<file path="src/rtl/board_char_scan_ctrl.sv">
// board_char_scan_ctrl
// Walks every cell of the active board in raster order and drives the
// char_x/char_y lookup of the number-to-char converter. Each returned char_code
// is written to the character buffer after LAT cycles.
// Optional feature macro: BLANK_SKIP_EN (suppresses writes of zero codes).
module board_char_scan_ctrl #(
    parameter int LAT    = 1,   // converter latency, 1..4 cycles
    parameter int STRIDE = 16,  // character buffer row stride in cells
    parameter int ADDR_W = 8    // character buffer address width
) (
    input  logic              clk,
    input  logic              rst,
    input  logic              start,
    input  logic              abort,
    input  logic [1:0]        level,
    input  logic [5:0]        char_code,
    output logic [3:0]        char_x,
    output logic [3:0]        char_y,
    output logic              busy,
    output logic              done,
    output logic              wr_en,
    output logic [ADDR_W-1:0] wr_addr,
    output logic [5:0]        wr_data
);

    typedef enum logic [1:0] {
        IDLE  = 2'd0,
        SCAN  = 2'd1,
        DRAIN = 2'd2,
        DONE  = 2'd3
    } state_t;

    localparam logic [2:0] DRAIN_LAST = 3'(LAT - 1);

    state_t            state_q;
    logic [3:0]        x_q;
    logic [3:0]        y_q;
    logic [3:0]        last_q;      // N-1 of the board latched at start
    logic [3:0]        last_d;
    logic [2:0]        drain_q;
    logic              busy_q;
    logic              done_q;

    logic              push_valid_d;
    logic [ADDR_W-1:0] push_addr_d;
    logic              flush_d;
    logic              tail_valid;

    // Decode the board size (as N-1) from the requested level
    always_comb begin
        last_d = 4'd15;
        case (level)
            2'd1:    last_d = 4'd7;
            2'd2:    last_d = 4'd9;
            default: last_d = 4'd15;
        endcase
    end

    // Scan sequencer: raster walk, latency drain and one-cycle done pulse
    always_ff @(posedge clk or posedge rst) begin
        if (rst) begin
            state_q <= IDLE;
            x_q     <= 4'd0;
            y_q     <= 4'd0;
            last_q  <= 4'd0;
            drain_q <= 3'd0;
            busy_q  <= 1'b0;
            done_q  <= 1'b0;
        end else begin
            done_q <= 1'b0;
            case (state_q)
                IDLE: begin
                    if (start) begin
                        if (level != 2'd0) begin
                            last_q  <= last_d;
                            x_q     <= 4'd0;
                            y_q     <= 4'd0;
                            busy_q  <= 1'b1;
                            state_q <= SCAN;
                        end else begin
                            // No board: complete immediately without writes
                            done_q  <= 1'b1;
                            state_q <= DONE;
                        end
                    end
                end
                SCAN: begin
                    if (abort) begin
                        busy_q  <= 1'b0;
                        state_q <= IDLE;
                    end else if (x_q == last_q) begin
                        if (y_q == last_q) begin
                            // Final cell issued; coordinates hold on it
                            drain_q <= 3'd0;
                            state_q <= DRAIN;
                        end else begin
                            x_q <= 4'd0;
                            y_q <= y_q + 4'd1;
                        end
                    end else begin
                        x_q <= x_q + 4'd1;
                    end
                end
                DRAIN: begin
                    if (abort) begin
                        busy_q  <= 1'b0;
                        state_q <= IDLE;
                    end else if (drain_q == DRAIN_LAST) begin
                        busy_q  <= 1'b0;
                        done_q  <= 1'b1;
                        state_q <= DONE;
                    end else begin
                        drain_q <= drain_q + 3'd1;
                    end
                end
                DONE: begin
                    state_q <= IDLE;
                end
                default: begin
                    state_q <= IDLE;
                end
            endcase
        end
    end

    // Every SCAN cycle issues one cell; abort discards everything in flight
    assign push_valid_d = (state_q == SCAN);
    assign push_addr_d  = ADDR_W'(STRIDE) * ADDR_W'(y_q) + ADDR_W'(x_q);
    assign flush_d      = abort && ((state_q == SCAN) || (state_q == DRAIN));

    // Delay line matching the converter latency: valid flag plus target address
    genvar gi;
    generate
        for (gi = 0; gi < LAT; gi++) begin : g_pipe
            logic              valid_q;
            logic [ADDR_W-1:0] addr_q;
            logic              valid_in;
            logic [ADDR_W-1:0] addr_in;

            if (gi == 0) begin : g_head
                assign valid_in = push_valid_d;
                assign addr_in  = push_addr_d;
            end else begin : g_tail
                assign valid_in = g_pipe[gi-1].valid_q;
                assign addr_in  = g_pipe[gi-1].addr_q;
            end

            // One latency stage
            always_ff @(posedge clk or posedge rst) begin
                if (rst) begin
                    valid_q <= 1'b0;
                    addr_q  <= '0;
                end else begin
                    valid_q <= valid_in && !flush_d;
                    addr_q  <= addr_in;
                end
            end
        end
    endgenerate

    assign tail_valid = g_pipe[LAT-1].valid_q;

    // The converter answer arrives in the same cycle the delayed cell emerges
`ifdef BLANK_SKIP_EN
    assign wr_en   = tail_valid && (char_code != 6'd0);
`else
    assign wr_en   = tail_valid;
`endif
    assign wr_addr = g_pipe[LAT-1].addr_q;
    assign wr_data = tail_valid ? char_code : 6'd0;

    assign char_x  = x_q;
    assign char_y  = y_q;
    assign busy    = busy_q;
    assign done    = done_q;

endmodule

</file>
<file path="config.mk">
export PLATFORM = sky130hd
export DESIGN_NAME = board_char_scan_ctrl
export DESIGN_NICKNAME = d
export VERILOG_FILES = /design/src/rtl/board_char_scan_ctrl.sv
export SDC_FILE = /design/constraint.sdc
export NUM_CORES = 1
export LEC_CHECK = 0
export BUFFER_PORTS_ARGS = -buffer_cell sky130_fd_sc_hd__buf_2
export CORE_ASPECT_RATIO = 2
export CORE_MARGIN = 3
export CORE_UTILIZATION = 36
export DETAILED_ROUTE_END_ITERATION = 6
export GPL_TIMING_DRIVEN = 0
export PLACE_DENSITY_LB_ADDON = 0.08
export SLEW_MARGIN = 20
export SYNTH_ARGS = -nofsm -noshare
export SYNTH_HDL_FRONTEND = slang
export SYNTH_SLANG_ARGS = --single-unit
</file>
<file path="constraint.sdc">
create_clock -name clk -period 3 [get_ports clk]
set_input_delay 0.75 -clock clk [delete_from_list [all_inputs] [get_ports clk]]
set_output_delay 0.75 -clock clk [all_outputs]
set_load 0.05 [all_outputs]
</file>
==> impl_metrics.env <==
export IMPL_holdWs_ns=0.493
export IMPL_critical_path_arrival_ns=2.32
export IMPL_ys_types=39
export IMPL_seq_area_sq_um=676
export IMPL_routedWlPerCell_microns=13.7
export IMPL_place_ws_ns=0.792
export IMPL_diodes=0
export IMPL_die_h_microns=95.6
export IMPL_r2r_end="char_x[2]$_DFFE_PP0P_"
export IMPL_dp_hpwl_mm=2.50
export IMPL_core_area_sq_um=3840
export IMPL_cts_root_buf="clkbuf_8"
export IMPL_grt_antenna_before_repair=0
export IMPL_leakagePower_nw=0.878
export IMPL_viasPerCell=4.89
export IMPL_drc=0
export IMPL_cts_buffer_depth=2
export IMPL_grt_pass1_wl_mm=5.29
export IMPL_nets=203
export IMPL_ios=37
export IMPL_power_density_nw_per_um2=1070
export IMPL_cts_setup_buffers=0
export IMPL_post_cts_resized=0
export IMPL_routed_wl_mm=3.19
export IMPL_drt_pass1_iter_count=4
export IMPL_min_to="wr_addr[7]$_DFF_PP0_"
export IMPL_holdCritStartpoint="char_y[3]$_DFFE_PP0P_"
export IMPL_setup_tns_ns=0
export IMPL_relSlewSlack_pct=62.1
export IMPL_syn_to_final_growth_pct=20.1
export IMPL_multi_input_area_sq_um=721
export IMPL_grt_pass1_vias=1187
export IMPL_worstHoldPathType="flip-flop to flip-flop"
export IMPL_crit_required_ns=3.15
export IMPL_r2r_slack_ns=0.83
export IMPL_cp_max_fo=10
export IMPL_clk_latency_ns=0.27
export IMPL_endpoint_kind="flip-flop"
export IMPL_synthCells=142
export IMPL_synth_sequential_area_ratio_pct=46.7
export IMPL_initial_core_util_pct=37.6
export IMPL_dr_max_layer_used="met4"
export IMPL_final_common_cell="buf_2"
export IMPL_grtUsageTotal_pct=14.5
export IMPL_clock_fmax_mhz=460
export IMPL_hold_viol=0
export IMPL_reg2reg_depth=9
export IMPL_rows=32
export IMPL_grt_max_degree=28
export IMPL_rsz0062_at_grt="no"
export IMPL_dr_total_vias=1140
export IMPL_final_max_slew_viol_count=0
export IMPL_gp_congestion=0.856
export IMPL_maxCapViolCount=0
export IMPL_cts_htree_levels=1
export IMPL_dr_wl_met3_microns=75
export IMPL_cts_tree="done"
export IMPL_yosys_warnings=0
export IMPL_ant_nets=0
export IMPL_setup_viol=0
export IMPL_initialDrtViolationCount=12
export IMPL_finalCritPeriodShare_pct=72.4
export IMPL_layout_drive_gt1_share_pct=26.4
export IMPL_final_cell_mix="buf_2, dfrtp_1, nand2_1"
export IMPL_crit_type="flip-flop to flip-flop"
export IMPL_fillers=405
export IMPL_cts_buffers_inserted=3
export IMPL_hold_path_depth=0
export IMPL_max_vdd_ir_drop_uv=677
export IMPL_die_x_microns=50.8
export IMPL_clock_skew_ns=0.00741
export IMPL_r2r_start="state_q[0]$_DFFE_PP0P_"
export IMPL_syn_area_sq_um=1450
export IMPL_worst_slack_ns=0.828
export IMPL_critPathLaunchType="flip-flop"
export IMPL_status="finished, final reports clean"
export IMPL_total_power_mw=1.85
export IMPL_cts_sinks=27
export IMPL_port_buffers=36
export IMPL_wl_met2_mm=1.90
export IMPL_syn_area_per_cell_sq_um=10.2
export IMPL_dieArea_sq_um=4860
export IMPL_max_slew_worst_pin_slew_ns=0.568
export IMPL_syn_num_nets=162
export IMPL_wl_met1_mm=1.19
export IMPL_synth_seq_cells=27
export IMPL_holdBufCountCts=0
export IMPL_grt_ovfl_total=0
export IMPL_min_period_ns=2.17
export IMPL_cts_clk_slew_worst_paths_ns=0.10
[cell usage after synthesis]
cell | instances | area (sq um)
nor2_1 | 5 | 18.8
nor3_1 | 1 | 5.00
o21ai_0 | 6 | 30.0
xnor2_1 | 6 | 52.6
nand2_1 | 17 | 63.8
ha_1 | 8 | 100
o21bai_1 | 1 | 7.51
inv_1 | 10 | 37.5
nand2b_1 | 1 | 6.26
a211oi_2 | 1 | 12.5
o22ai_1 | 1 | 6.26
a32o_1 | 1 | 10.0
o31ai_1 | 1 | 7.51
o2bb2ai_1 | 1 | 8.76
or2_2 | 1 | 6.26
o32ai_1 | 1 | 8.76
nor4b_1 | 1 | 8.76
dfrtp_1 | 27 | 676
nand4_2 | 1 | 12.5
mux2i_1 | 5 | 50.1
a2111o_1 | 1 | 11.3
a21oi_1 | 3 | 15.0
or3_1 | 1 | 6.26
nand2b_4 | 1 | 13.8
o21a_1 | 1 | 7.51
o311ai_0 | 1 | 8.76
nor2b_1 | 8 | 50.1
clkbuf_1 | 2 | 7.51
o211ai_2 | 1 | 12.5
and3_1 | 2 | 12.5
mux2_4 | 1 | 15.0
o211ai_1 | 3 | 22.5
or4_1 | 2 | 15.0
a22o_1 | 2 | 17.5
buf_2 | 1 | 5.00
and2_1 | 6 | 37.5
nand3_1 | 8 | 40.0
mux2_1 | 1 | 11.3
nand4b_1 | 1 | 8.76
[state kept, by name, indices dropped and copies added (netlist names)]
signal,cells
busy,1
char_x,4
char_y,4
done,1
drain_q,3
last_q,3
state_q,2
wr_addr,8
wr_en,1
[metrics by stage]
step,instances,area (sq um),utilization (%)
CTS,233,1740,45.2
detailed placement,229,1690,44.0
finish,233,1740,45.2
global route,233,1740,45.2
global placement,229,1690,44.0
floorplan,142,1450,-
[critical path, cell delays in order, from the launching register on]
cell and delay (ns):
dfrtp_1 0.43, inv_1 0.10, ha_1 0.15, clkbuf_1 0.27
nor2b_1 0.18, o2bb2ai_1 0.10, buf_2 0.20, nor2b_1 0.24
nand2_1 0.08, o311ai_0 0.30
[cell families (layout without fill, tap and decap cells)]
group | count (synthesis) | count (layout) | synth area share (%)
xor+xnor | 6 | 6 | 3.63
flops | 27 | 27 | 46.7
mux | 7 | 7 | 5.28
compound gates | 25 | 25 | 12.9
fa+ha+maj | 8 | 8 | 6.92
simple gates | 56 | 56 | 21.1
buf+inv | 13 | 53 | 3.46
[worst max-delay path by stage]
stage,start,to
after floorplan,char_y[1]$_DFFE_PP0P_,drain_q[2]$_DFFE_PP0P_
after global placement,abort,char_x[2]$_DFFE_PP0P_
after detailed placement,abort,char_x[2]$_DFFE_PP0P_
after CTS,state_q[0]$_DFFE_PP0P_,char_x[2]$_DFFE_PP0P_
after global routing,state_q[0]$_DFFE_PP0P_,char_x[2]$_DFFE_PP0P_
final,state_q[0]$_DFFE_PP0P_,char_x[2]$_DFFE_PP0P_
[power by group]
group / internal, mW / total (mW) / switching (mW)
Sequential: 0.491 / 0.614 / 0.122
Clock: 0.0931 / 0.209 / 0.116
Combinational: 0.307 / 1.03 / 0.722
[final cells by class]
class / count / share of cell area [%]
buffer: 3 / 0.720
clock inverter: 1 / 0.288
tap: 51 / 3.67
timing repair buffer: 36 / 10.4
clock buffer: 3 / 2.38
multi-input combinational: 102 / 41.5
inverter: 10 / 2.16
sequential: 27 / 38.9
[routing by layer]
layer | vias up | GRT usage (%)
met3 | 2 | 1.41
met2 | 19 | 29.4
li1 | 573 | -
met1 | 546 | 14.2
met5 | - | 0
met4 | 0 | 6.07
No activity file was read; power rests on OpenSTA's default activity.
